==> config.mk <==
export PLATFORM = sky130hd
export DESIGN_NAME = imem_loader_flat
export DESIGN_NICKNAME = d
export VERILOG_FILES = /design/src/rtl/imem_loader_if.sv /design/src/rtl/imem_loader.sv /design/src/flat_wrapper.sv
export SDC_FILE = /design/constraint.sdc
export NUM_CORES = 2
export LEC_CHECK = 0
export CORE_AREA = 2 2 404 406
export DETAILED_ROUTE_END_ITERATION = 10
export DIE_AREA = 0 0 406 408
export GPL_ROUTABILITY_DRIVEN = 0
export HOLD_SLACK_MARGIN = 0.1
export PLACE_DENSITY = 0.63
export SYNTH_ARGS = -nofsm -noshare
export SYNTH_HDL_FRONTEND = slang
export SYNTH_SLANG_ARGS = --single-unit
==> constraint.sdc <==
create_clock -name clk -period 7.8 [get_ports clk]
set_input_delay 1.56 -clock clk [delete_from_list [all_inputs] [get_ports clk]]
set_output_delay 1.56 -clock clk [all_outputs]
set_load 0.05 [all_outputs]
==> src/rtl/imem_loader_if.sv <==
// Host/fetch-side bundle of the instruction-memory loader: byte stream handshake,
// load control/status, and the combinational fetch port.
interface imem_loader_if #(
  parameter int N  = 32,
  parameter int AW = 6
);
  logic          start;
  logic [AW:0]   word_count;
  logic [7:0]    byte_in;
  logic          byte_valid;
  logic          byte_ready;
  logic          busy;
  logic          cpu_hold;
  logic          done;
  logic          err;
  logic [AW-1:0] addr;
  logic [N-1:0]  q;

  modport master (
    output start, word_count, byte_in, byte_valid, addr,
    input  byte_ready, busy, cpu_hold, done, err, q
  );

  modport slave (
    input  start, word_count, byte_in, byte_valid, addr,
    output byte_ready, busy, cpu_hold, done, err, q
  );
endinterface

==> src/rtl/imem_loader.sv <==
// Run-time writable instruction memory: packs a little-endian byte stream into
// 32-bit words and exposes them on a ROM-shaped combinational fetch port.
module imem_loader #(
  parameter int N  = 32,
  parameter int AW = 6
) (
  input  logic          clk,
  input  logic          reset,
  imem_loader_if.slave  bus
);

  localparam int DEPTH = 1 << AW;
  localparam logic [AW:0] DEPTH_W = {1'b1, {AW{1'b0}}};
  localparam logic [AW:0] ONE_W   = {{AW{1'b0}}, 1'b1};

  typedef enum logic [1:0] {
    ST_IDLE  = 2'd0,
    ST_RECV  = 2'd1,
    ST_WRITE = 2'd2
  } state_t;

  state_t        state_r;
  logic [AW:0]   count_r;
  logic [AW:0]   words_r;
  logic [AW-1:0] wr_addr_r;
  logic [1:0]    byte_idx_r;
  logic [N-1:0]  buf_r;
  logic          byte_ready_r;
  logic          busy_r;
  logic          done_r;
  logic          err_r;

  logic [AW:0]   words_next_s;
  logic          count_ok_s;

  // Power-up contents are zero; reset deliberately leaves the array alone.
  logic [N-1:0]  mem_r [DEPTH] = '{default: '0};

  assign words_next_s = words_r + ONE_W;
  assign count_ok_s   = (bus.word_count != {(AW+1){1'b0}}) && (bus.word_count <= DEPTH_W);

  // Load sequencer: accepts start, assembles bytes, and schedules word writes.
  always_ff @(posedge clk or negedge reset) begin
    if (!reset) begin
      state_r      <= ST_IDLE;
      count_r      <= '0;
      words_r      <= '0;
      wr_addr_r    <= '0;
      byte_idx_r   <= 2'd0;
      buf_r        <= '0;
      byte_ready_r <= 1'b0;
      busy_r       <= 1'b0;
      done_r       <= 1'b0;
      err_r        <= 1'b0;
    end else begin
      err_r <= 1'b0;
      case (state_r)
        ST_IDLE: begin
          if (bus.start) begin
            if (count_ok_s) begin
              count_r      <= bus.word_count;
              words_r      <= '0;
              wr_addr_r    <= '0;
              byte_idx_r   <= 2'd0;
              done_r       <= 1'b0;
              busy_r       <= 1'b1;
              byte_ready_r <= 1'b1;
              state_r      <= ST_RECV;
            end else begin
              err_r <= 1'b1;
            end
          end
        end
        ST_RECV: begin
          if (bus.byte_valid && byte_ready_r) begin
            buf_r[{byte_idx_r, 3'b000} +: 8] <= bus.byte_in;
            byte_idx_r <= byte_idx_r + 2'd1;
            if (byte_idx_r == 2'd3) begin
              byte_ready_r <= 1'b0;
              state_r      <= ST_WRITE;
            end
          end
        end
        ST_WRITE: begin
          // wr_addr wraps to 0 after word 63; the word counter decides termination.
          wr_addr_r <= wr_addr_r + {{(AW-1){1'b0}}, 1'b1};
          words_r   <= words_next_s;
          if (words_next_s == count_r) begin
            done_r  <= 1'b1;
            busy_r  <= 1'b0;
            state_r <= ST_IDLE;
          end else begin
            byte_ready_r <= 1'b1;
            state_r      <= ST_RECV;
          end
        end
        default: begin
          byte_ready_r <= 1'b0;
          busy_r       <= 1'b0;
          state_r      <= ST_IDLE;
        end
      endcase
    end
  end

  // Word store: commits the assembled buffer on the edge leaving WRITE.
  always_ff @(posedge clk) begin
    if (state_r == ST_WRITE) begin
      mem_r[wr_addr_r] <= buf_r;
    end
  end

  assign bus.byte_ready = byte_ready_r;
  assign bus.busy       = busy_r;
  assign bus.cpu_hold   = busy_r;
  assign bus.done       = done_r;
  assign bus.err        = err_r;
  assign bus.q          = mem_r[bus.addr];

endmodule
==> src/flat_wrapper.sv <==
// flat-port wrapper written by rule: the top's interface ports become plain ports
module imem_loader_flat 
#(
  parameter int N  = 32,
  parameter int AW = 6
)
  (clk, reset, bus_start, bus_word_count, bus_byte_in, bus_byte_valid, bus_addr, bus_byte_ready, bus_busy, bus_cpu_hold, bus_done, bus_err, bus_q);
  imem_loader_if #(.N(N), .AW(AW)) bus_i ();
  input  logic clk;
  input  logic reset;
  input wire logic [$bits(bus_i.start)-1:0] bus_start;
  input wire logic [$bits(bus_i.word_count)-1:0] bus_word_count;
  input wire logic [$bits(bus_i.byte_in)-1:0] bus_byte_in;
  input wire logic [$bits(bus_i.byte_valid)-1:0] bus_byte_valid;
  input wire logic [$bits(bus_i.addr)-1:0] bus_addr;
  output wire logic [$bits(bus_i.byte_ready)-1:0] bus_byte_ready;
  output wire logic [$bits(bus_i.busy)-1:0] bus_busy;
  output wire logic [$bits(bus_i.cpu_hold)-1:0] bus_cpu_hold;
  output wire logic [$bits(bus_i.done)-1:0] bus_done;
  output wire logic [$bits(bus_i.err)-1:0] bus_err;
  output wire logic [$bits(bus_i.q)-1:0] bus_q;
  assign bus_i.start = bus_start;
  assign bus_i.word_count = bus_word_count;
  assign bus_i.byte_in = bus_byte_in;
  assign bus_i.byte_valid = bus_byte_valid;
  assign bus_i.addr = bus_addr;
  assign bus_byte_ready = bus_i.byte_ready;
  assign bus_busy = bus_i.busy;
  assign bus_cpu_hold = bus_i.cpu_hold;
  assign bus_done = bus_i.done;
  assign bus_err = bus_i.err;
  assign bus_q = bus_i.q;
  imem_loader #(.N(N), .AW(AW)) u_core (.clk(clk), .reset(reset), .bus(bus_i));
endmodule
==> key figures <==
Place
  – DP Area: around 0.084 sq mm
  – I/O Buffers: between 60 and 70
  – Pre-CTS setup slack: 0.9163 ns
  – Detailed Place HPWL: roughly 110000 um

Synth
  – Largest area contributor in the netlist: edfxtp_1
  – Avg Inst Size Synth: 22.19 sq um
  – Mapped Area: 0.08037 sq mm
  – Synthesized instance count: 3622
  – Largest cells by area after synthesis: edfxtp_1, mux4_2, dfrtp_1, o22ai_1, mux2i_1
  – EDFF count, synth: 2048
  – #FFs+latches synth: ~2100
  – Primary FF master, synth: edfxtp_1
  – Synth top cells by count: edfxtp_1, mux4_2, nand2_1, o22ai_1, nor2_1
  – Synthesis Warnings: 0
  – Count leader, synth: edfxtp_1
  – Synth top area share: 76.52%
  – Post-synthesis sequential area ratio: 78.39%
  – FFs w/ async S/R, synth: 2.846%
  – Syn Nets: approximately 3700
  – Distinct cells, synth: 49

Finish
  – Final-stage net count: 3885
  – Post-route cell area: 0.09084 sq mm
  – Share of cells above drive strength 1: 27.52%
  – Area Overhead vs Synth: 13.03%

Global routing
  – GR Util met3: 4.109%
  – Vias in the first global route: 38815
  – GR Layer Usage met1: 37.69%
  – GRT Max-Usage Layer: met1
  – Largest net degree at the start of global routing: 120
  – Global-route wire length before repair: 288900 um
  – Initial antenna violation count: 4
  – Met2 Use GR: 37.67%
  – Gr usage total: 24.75%
  – Total gr overflow: 0

Run status
  – Status: completed

Timing
  – Rel. slew slack: 10.96%
  – Final WS setup: 1.243 ns
  – Final setup violation count: 0
  – Final hold slack: 0.4942 ns
  – Tcrit/Tclk final: 84.07%
  – Post-layout min period: between 6 and 7 ns
  – Slew Limit Fails: 0
  – Worst Tran Pin Value: 1.336 ns
  – RSZ-0062 raised after global routing: no
  – Final hold violations: 0
  – Peak Freq: 152.5 MHz
  – Setup TNS Final: 0 ns
  – Clk_skew: 0.04880 ns

Clock network
  – Clock buffer depth: 3
  – Cts bufs inserted: 206
  – Clock sinks: 2108
  – Root Driver: clkbuf_16
  – CTS tree: yes
  – Postcts setup bufs: 0
  – Reg clk slew, reported paths: around 0.060 ns
  – Cts-stage hold buffer count: 0
  – CTS H-tree depth: 4
  – Clk Latency, worst-skew pair: 0.85 ns
  – Post-cts sizing count: 0

Min path
  – Worst Hold Class: reg -> reg

Die
  – Die height: 408 um
  – Row cnt: ~150
  – I/O Pins: slightly above 60
  – Core area: 0.1617 sq mm
  – Die width: 406 um
  – Starting Density: 49.72%
  – Die Area: 0.1656 sq mm

Detailed routing
  – Antenna viol nets, final: 0
  – Routed len/inst: 32.77 um
  – Iteration-0 DRC Markers: 5184
  – Via count: 39140
  – DRT Pass-1 Iters: 5
  – Post-Route WL: 203200 um
  – Drt via density: 6.314
  – Remaining DRCs: 0

Flow run
  – Max-cap violations: 0

Worst setup path
  – Critical path launch point type: input pin
  – Setup CP Type: in -> out
  – Endpoint class of the critical path: primary output
  – CP max FO: 70
  – WP data arrival: 5.00 ns
  – Data required, critical path: 6.24 ns

Pwr
  – Pwr per Cell Area: 282.1 mW/mm^2
  – Peak VDD IR: 0.2601 mV
  – Total Power: 25630 uW
  – LEAKAGE: about 0.029 uW
[where the power goes]
part	total (uW)	internal [uW]	switching, uW	leakage (uW)
clock	9550	5370	4190	0.00319
sequential	14400	13600	865	0.0198
combinational	1640	519	1120	0.00597
[sequential cells by signal, indices dropped and copies added, names as in the netlist]
register and flops:
u_core.count_r 7, u_core.bus.byte_ready 1, u_core.buf_r 32, u_core.state_r 2, u_core.bus.err 1, u_core.bus.busy 1
u_core.bus.done 1, u_core.byte_idx_r 2, u_core.words_r 7, u_core.mem_r 2048, u_core.wr_addr_r 6
[critical path, cell delays in order]
cell and delay [ns]:
buf_8 0.50, buf_4 0.44, mux4_2 0.55, mux4_2 0.50, o21ai_1 0.21, nor2_1 0.19
clkdlybuf4s50_1 0.74
[routing by layer]
metal  wire, um  vias to the layer above
li1           -                    15778
met1      85360                    21251
met2      96020                     1863
met3      17290                      246
met4       4479                        2
met5         12                        -
[cells by family (layout without fill, tap and decap cells)]
group / count (synthesis) / in the layout / synth area share, %
flip-flops: 2108 / 2108 / 78.39
multiplexers: 580 / 580 / 15.28
AND/OR/NAND/NOR: 374 / 374 / 2.077
AO/OA/AOI/OAI: 334 / 334 / 2.645
buffers and inverters: 203 / 604 / 1.319
XOR/XNOR: 15 / 15 / 0.1635
adder cells (fa/ha/maj): 8 / 8 / 0.1245
other: 0 / 1 / 0
[placed cells by master (no fill, tap or decap), drive strengths merged, types with 13 or more instances in the layout]
cell           synthesis  layout
a211oi                15      15
a21oi                 44      44
a221oi                13      13
and2                  13      13
buf                  123     190
bufinv                 0      14
clkbuf                73     242
clkdlybuf4s50          0      28
clkinv                 0     114
dfrtp                 60      60
edfxtp              2048    2048
inv                    7      14
mux2i                 55      55
mux4                 517     517
nand2                146     146
nand3                 18      18
nor2                 114     114
nor2b                 14      14
nor3                  18      18
nor4                  17      17
o21ai                 74      74
o221ai                21      21
o22a                  16      16
o22ai                123     123
[path summary, 6_finish.rpt]
path,from,endpoint,slack [ns],depth (start not counted)
setup / recovery,bus_addr[0],bus_q[19],1.24,7
hold / removal,u_core.buf_r[7],u_core.buf_r[7],0.49,2
setup reg to reg,u_core.state_r[0],u_core.mem_r[19][25],4.23,5
hold reg to reg,u_core.buf_r[7],u_core.buf_r[7],0.49,2
max in group asynchronous,reset,u_core.buf_r[30],6.27,2
min in group asynchronous,reset,u_core.bus.busy,0.93,2
[per-stage QoR]
stage / instances / utilization (%)
2_1_floorplan: 3622 / -
4_1_cts: 6198 / 56.19
3_5_place_dp: 5819 / 52.20
6_report: 6199 / 56.19
5_1_grt: 6199 / 56.19
3_3_place_gp: 5819 / 52.20
[layout make-up]
type	count	area (sq um)
Inverter	7	26.28
Fill cell	11889	70820
Antenna cell	1	2.502
Multi-Input combinational cell	1311	16800
Tap cell	2175	2721
Clock inverter	137	1090
Clock buffer	242	5364
Sequential cell	2108	63040
Timing Repair Buffer	218	1799
(Power assumes the default switching activity.)
